`src/rtl/regfile_sb.sv`:
```
// regfile_sb: 2-read / 1-write register file with a per-register busy
// scoreboard and a running count of busy registers.
// Optional feature: define REGFILE_BYPASS_EN to forward same-cycle write
// data and busy-clear to the read ports.
module regfile_sb #(
    parameter int DATA_W = 16,
    parameter int ADDR_W = 3
) (
    input  logic              clk,
    input  logic              reset,
    input  logic              we,
    input  logic [ADDR_W-1:0] W_Adr,
    input  logic [DATA_W-1:0] W,
    input  logic [ADDR_W-1:0] R_Adr,
    input  logic [ADDR_W-1:0] S_Adr,
    input  logic              rsv,
    input  logic [ADDR_W-1:0] rsv_Adr,
    output logic [DATA_W-1:0] R,
    output logic [DATA_W-1:0] S,
    output logic              R_busy,
    output logic              S_busy,
    output logic              stall,
    output logic [ADDR_W:0]   busy_cnt
);

    localparam int DEPTH = 2**ADDR_W;
    localparam logic [ADDR_W:0] CNT_ONE = {{ADDR_W{1'b0}}, 1'b1};

    logic [DATA_W-1:0] r_mem [DEPTH];
    logic [DEPTH-1:0]  r_busy;
    logic [ADDR_W:0]   r_busy_cnt;

    logic w_set_new;
    logic w_same_adr;
    logic w_clr_old;

    // A reserve on a clear bit adds one; a write clears a set bit unless the
    // same cycle re-reserves it (new producer keeps the register busy).
    assign w_set_new  = rsv & ~r_busy[rsv_Adr];
    assign w_same_adr = rsv & (rsv_Adr == W_Adr);
    assign w_clr_old  = we & r_busy[W_Adr] & ~w_same_adr;

    // Register storage: write port.
    always_ff @(posedge clk or posedge reset) begin
        if (reset) begin
            for (int i = 0; i < DEPTH; i++) begin
                r_mem[i] <= '0;
            end
        end else if (we) begin
            r_mem[W_Adr] <= W;
        end
    end

    // Busy bits: reserve is applied after write-clear so it wins on collision.
    always_ff @(posedge clk or posedge reset) begin
        if (reset) begin
            r_busy <= '0;
        end else begin
            if (we) begin
                r_busy[W_Adr] <= 1'b0;
            end
            if (rsv) begin
                r_busy[rsv_Adr] <= 1'b1;
            end
        end
    end

    // Busy counter tracks the popcount of r_busy incrementally.
    always_ff @(posedge clk or posedge reset) begin
        if (reset) begin
            r_busy_cnt <= '0;
        end else begin
            case ({w_set_new, w_clr_old})
                2'b10:   r_busy_cnt <= r_busy_cnt + CNT_ONE;
                2'b01:   r_busy_cnt <= r_busy_cnt - CNT_ONE;
                default: r_busy_cnt <= r_busy_cnt;
            endcase
        end
    end

`ifdef REGFILE_BYPASS_EN
    logic w_r_hit;
    logic w_s_hit;
    logic w_r_rsv;
    logic w_s_rsv;

    assign w_r_hit = we & (W_Adr == R_Adr);
    assign w_s_hit = we & (W_Adr == S_Adr);
    assign w_r_rsv = rsv & (rsv_Adr == R_Adr);
    assign w_s_rsv = rsv & (rsv_Adr == S_Adr);

    // Read ports with same-cycle write forwarding.
    always_comb begin
        R      = r_mem[R_Adr];
        S      = r_mem[S_Adr];
        R_busy = r_busy[R_Adr];
        S_busy = r_busy[S_Adr];
        if (w_r_hit) begin
            R      = W;
            R_busy = w_r_rsv;
        end
        if (w_s_hit) begin
            S      = W;
            S_busy = w_s_rsv;
        end
    end
`else
    // Read ports return stored contents and stored busy bits only.
    always_comb begin
        R      = r_mem[R_Adr];
        S      = r_mem[S_Adr];
        R_busy = r_busy[R_Adr];
        S_busy = r_busy[S_Adr];
    end
`endif

    assign stall    = R_busy | S_busy;
    assign busy_cnt = r_busy_cnt;

endmodule

```
`config.mk`:
```
export PLATFORM = sky130hd
export DESIGN_NAME = regfile_sb
export DESIGN_NICKNAME = d
export VERILOG_FILES = /design/src/rtl/regfile_sb.sv
export SDC_FILE = /design/constraint.sdc
export NUM_CORES = 1
export LEC_CHECK = 0
export ABC_AREA = 1
export BUFFER_PORTS_ARGS = -buffer_cell sky130_fd_sc_hd__buf_2
export CAP_MARGIN = 25
export CELL_PAD_IN_SITES_DETAIL_PLACEMENT = 0
export CELL_PAD_IN_SITES_GLOBAL_PLACEMENT = 1
export CORE_MARGIN = 2
export CORE_UTILIZATION = 47
export CTS_CLUSTER_SIZE = 12
export DETAILED_ROUTE_END_ITERATION = 16
export MAX_ROUTING_LAYER = met4
export PLACE_DENSITY_LB_ADDON = 0.3
export SYNTH_ARGS = -nofsm -noshare
export SYNTH_HDL_FRONTEND = slang
export SYNTH_SLANG_ARGS = --single-unit
```
`constraint.sdc`:
```
create_clock -name clk -period 11.6 [get_ports clk]
set_clock_uncertainty 0.15 [all_clocks]
set_input_delay 1.16 -clock clk [delete_from_list [all_inputs] [get_ports clk]]
set_output_delay 1.16 -clock clk [all_outputs]
set_load 0.05 [all_outputs]
```
Word level (Yosys, flattened, before mapping)
Index checks and enable logic that the tools add are counted.
Cells by class
  equality and inequality tests: 3
  reduce and logical (&&, ||, !) cells: 4
  multiplexer cells: 24
  add/sub/neg operators: 2
  bitwise logic cells: 13
  $lt $le $gt $ge: 10
Operator list (count)
  $bwmux W128: 1
  $bmux W16 S3: 2
  $mux W16: 5
  $demux W16 S3: 1
  $lt A3 B4 Y1 const B: 4
  $mux W8: 2
  $bmux W1 S3: 4
  $ge A4 B4 Y1 const B: 3
  $not A3 Y4: 3
  $and A8 B8 Y8: 1
  $not A8 Y8: 1
  $or A8 B8 Y8: 1
  $pmux W4 S2: 1
  $demux W1 S3: 2
  $ge A3 B1 Y1 const B: 2
  $mux W1: 6
  $add A4 B1 Y4 const B: 1
  $and A1 B1 Y1: 4
  $lt A4 B1 Y1 const B: 1
  $sub A4 B1 Y4 const B: 1
  $eq A3 B3 Y1: 1
  $logic_and A1 B1 Y1: 3
  $eq A2 B1 Y1 const B: 1
  $eq A2 B2 Y1 const B: 1
  3 further kinds: 4
Word-level totals
  register bits after elaboration: 140
  input port bits: 32
  word-level logic and storage cells: 66
  output and inout port bits: 39

Longest topological paths before layout
  word-level depth: 9
  gate-level depth with buffers: 17
  depth with buffers taken out: 16

Worst setup path before layout
Ideal clock, no wire load.
  path type: input port to output port
  start point: input port R_Adr[0]
  end point: output port R[14]
  cell stages on the path: 8
  buffers on the path: 3
  path slack: 8.120 ns
  required time: 10.290 ns
  arrival: 2.170 ns
  cell sequence: buf_4 > buf_6 > buf_2 > nand2_1 > o211ai_1 > nand2_1 > nand2_1 > nand2_1
Between the ends
  cells in the longest elaborated chain, start to end: 4
RTL lines
  from (decl): RTL line 14  | input logic [ADDR_W-1:0] R_Adr,
  $not A3 Y4 (not written as such): RTL line 110  | R = r_mem[R_Adr];
  $bmux W16 S3: RTL line 110
  $mux W16 (not written as such) (2 in a row): RTL line 110
  to (decl): RTL line 18  | output logic [DATA_W-1:0] R,
Every way passes these cells. The select of a mux whose other input is x is not followed.

Final worst setup path
  start point: input port S_Adr[0]
  end point: output port stall
Between the ends
  cells in the longest elaborated chain, start to end: 3
RTL lines
  from (decl): RTL line 15  | input logic [ADDR_W-1:0] S_Adr,
  $bmux W1 S3: RTL line 113  | S_busy = r_busy[S_Adr];
  $mux W1 (not written as such): RTL line 113
  $or A1 B1 Y1: RTL line 117  | assign stall = R_busy | S_busy;
  to (decl): RTL line 22  | output logic stall,
Every way passes these cells. The select of a mux whose other input is x is not followed.

==> flow_summary.json <==
{
  "dr_total_vias": 7390,
  "maxCapViolations": 0,
  "numCtsBuffers": 17,
  "cellPowerDensity_nw_per_um2": 178,
  "place_area_um2": 8420,
  "drc": 0,
  "crit_arrival_ns": 3.25,
  "synth_top_area_share_pct": 42.9,
  "pre_cts_ws_ns": 7.06,
  "die_h_um": 136,
  "crit_top_cell": "nand2_1",
  "synth.distinct_cells": 27,
  "syn_area_um2": 8170,
  "syn_avg_cell_area_um2": 7.19,
  "yosysWarnings": 0,
  "critPathKind": "in -> out",
  "wirelength_mm": 23.0,
  "yosysSeqAreaShare_pct": 42.9,
  "outcome": "complete, no violations",
  "max_freq_ghz": 0.219,
  "synthArstFlopShare_pct": 100,
  "cts_resized": 0,
  "hold_viol": 0,
  "ys_ff_latch": 140,
  "ir_drop_mv": 0.184,
  "grt_pass1_vias": 6918,
  "hp-class": "reg -> reg",
  "numPortBuffers": 70,
  "end_kind": "output pin",
  "utilization_pct": 52.5,
  "nets": 1192,
  "h-tree-depth": 4,
  "cts_tree": "done",
  "start_util_pct": 47.7,
  "grt_overflow_total": 0,
  "yosysTopAreaCell": "dfrtp_1",
  "postCtsSetupBuffers": 0,
  "setup_ws_ns": 7.04,
  "syn-num-nets": 1172,
  "dieWidth_um": 136,
  "finalNonFillerCells": 1394,
  "initialDrtViolationCount": 512,
  "syn_inst": 1136,
  "gp_congestion": 0.838,
  "finalCriticalPeriod_ns": 4.56,
  "setup-tns-final_ns": 0,
  "cts_hold_buf": 0,
  "clkTransAtPathRegs_ns": 0.06,
  "synth_edf_count": 0,
  "setup_viol": 0,
  "worstMarginPinSlew_ns": 0.993,
  "worstSkewPairLatency_ns": 0.43,
  "rsz0062_at_grt": "false",
  "cp_slowest_cell": "buf_4",
  "area_growth_pct": 9.97,
  "slowest_delay_ns": 0.78,
  "routed_via_density": 5.30,
  "grt_pass1_wl_mm": 37.4,
  "post_drt_wl_per_cell_um": 16.5,
  "path_cells": "buf_4 > buf_4 > inv_1 > nand2_1 > nand3_1 > nand3_1 > nand2_1 > nand2_1 > buf_2",
  "fp.dieArea_um2": 18500,
  "diodes": 0,
  "dp.cells": 1361,
  "ant_nets": 0,
  "core_um2": 17100,
  "grt_max_degree": 102,
  "track_usage_pct": 27.3,
  "ioPinCount": 71,
  "crit_fanout": 101,
  "antenna_found_initial": 0,
  "num_rows": 48,
  "layout_common_cells": "nand2_1, dfrtp_1, inv_1, o211ai_1, o21ai_0",
  "stdcell_area_um2": 8980,
  "fin_crit_sh_pct": 39.3,
  "root_buffer": "clkbuf_16",
  "leakage_nw": 4.65,
  "yosys-top-cells-area": "dfrtp_1, nand2_1, o211ai_1, o21ai_0, inv_1",
  "slew_headroom_pct": 33.8,
  "start_kind": "primary input",
  "hpwl_mm": 14.1,
  "cp.required_ns": 10.29,
  "clock_sinks": 140,
  "ys.flop_type": "dfrtp_1",
  "cts_max_path_buffers": 2,
  "final_common_cell": "nand2_1",
  "drv_slew": 0,
  "dr.pass1.iters": 5,
  "drive_gt1_share_pct": 11.4
}
==> power by group <==
| part | internal (mW) | switching, mW | total [mW] |
|---|---|---|---|
| logic | 0.135 | 0.311 | 0.446 |
| registers | 0.586 | 0.0623 | 0.648 |
| clock network | 0.280 | 0.224 | 0.504 |
==> synth_stat cells, types with 10 or more instances <==
cell type  instances
nand2_1          455
buf_2             40
o21ai_0           98
o211ai_1          99
dfrtp_1          140
o21ai_1           62
buf_6             10
a21oi_1           32
nand3_1           17
inv_1            110
clkbuf_1          16
nor2_1            13
o21ai_2           10
==> final timing paths <==
path,endpoint,slack [ns],start,cells after the start
max in group asynchronous,r_mem[8]$_DFFE_PP0P_,9.56,reset,4
worst min-delay path,r_busy[3]$_DFF_PP0_,0.33,r_busy[3]$_DFF_PP0_,2
worst max register to register,busy_cnt[3]$_DFFE_PP0P_,9.34,r_busy[1]$_DFF_PP0_,13
worst max-delay path,stall,7.04,S_Adr[0],9
worst min register to register,r_busy[3]$_DFF_PP0_,0.33,r_busy[3]$_DFF_PP0_,2
min in group asynchronous,r_mem[108]$_DFFE_PP0P_,0.65,reset,2
==> flip-flops by register name, summed over array words and instances (netlist names) <==
name,cells
r_mem,128
r_busy,8
busy_cnt,4
==> layer usage <==
metal	GRT usage, %	vias up	share of wire (%)
li1	-	3739	-
met1	36.9	3409	46
met2	43.1	218	47
met3	3.65	24	5.7
met4	8.10	0	1.1
met5	-	-	0
==> worst max-delay path: cells and delay by family <==
kind | cells | cell delay (ns)
and+or+nand+nor | 5 | 0.49
buffers and inverters | 4 | 1.53
==> cell type report <==
cell class	count	area, um^2
multi-input combinational	806	3800
fill	1746	8130
inverter	114	433
tap	225	282
timing repair buffer	77	428
clock buffer	20	447
clock inverter	12	91.3
sequential	140	3500
==> metrics by stage <==
step                total power, mW  hold slack [ns]
floorplan                     0.992            0.303
global placement               1.09            0.317
detailed placement             1.10            0.324
CTS                            1.60            0.339
global route                   1.70            0.363
finish                         1.60            0.331
==> cells by family (layout without fill, tap and decap cells) <==
| group | after synthesis | in the layout | synth area share, % |
|---|---|---|---|
| AOI/OAI and AO/OA | 302 | 302 | 22.0 |
| xor gates and xnor gates | 2 | 2 | 0.214 |
| adders and majority gates | 4 | 4 | 0.704 |
| buffers and inverters | 190 | 223 | 10.6 |
| DFF | 140 | 140 | 42.9 |
| and+or+nand+nor | 498 | 498 | 23.6 |
Power figures use the tool's default switching activity.
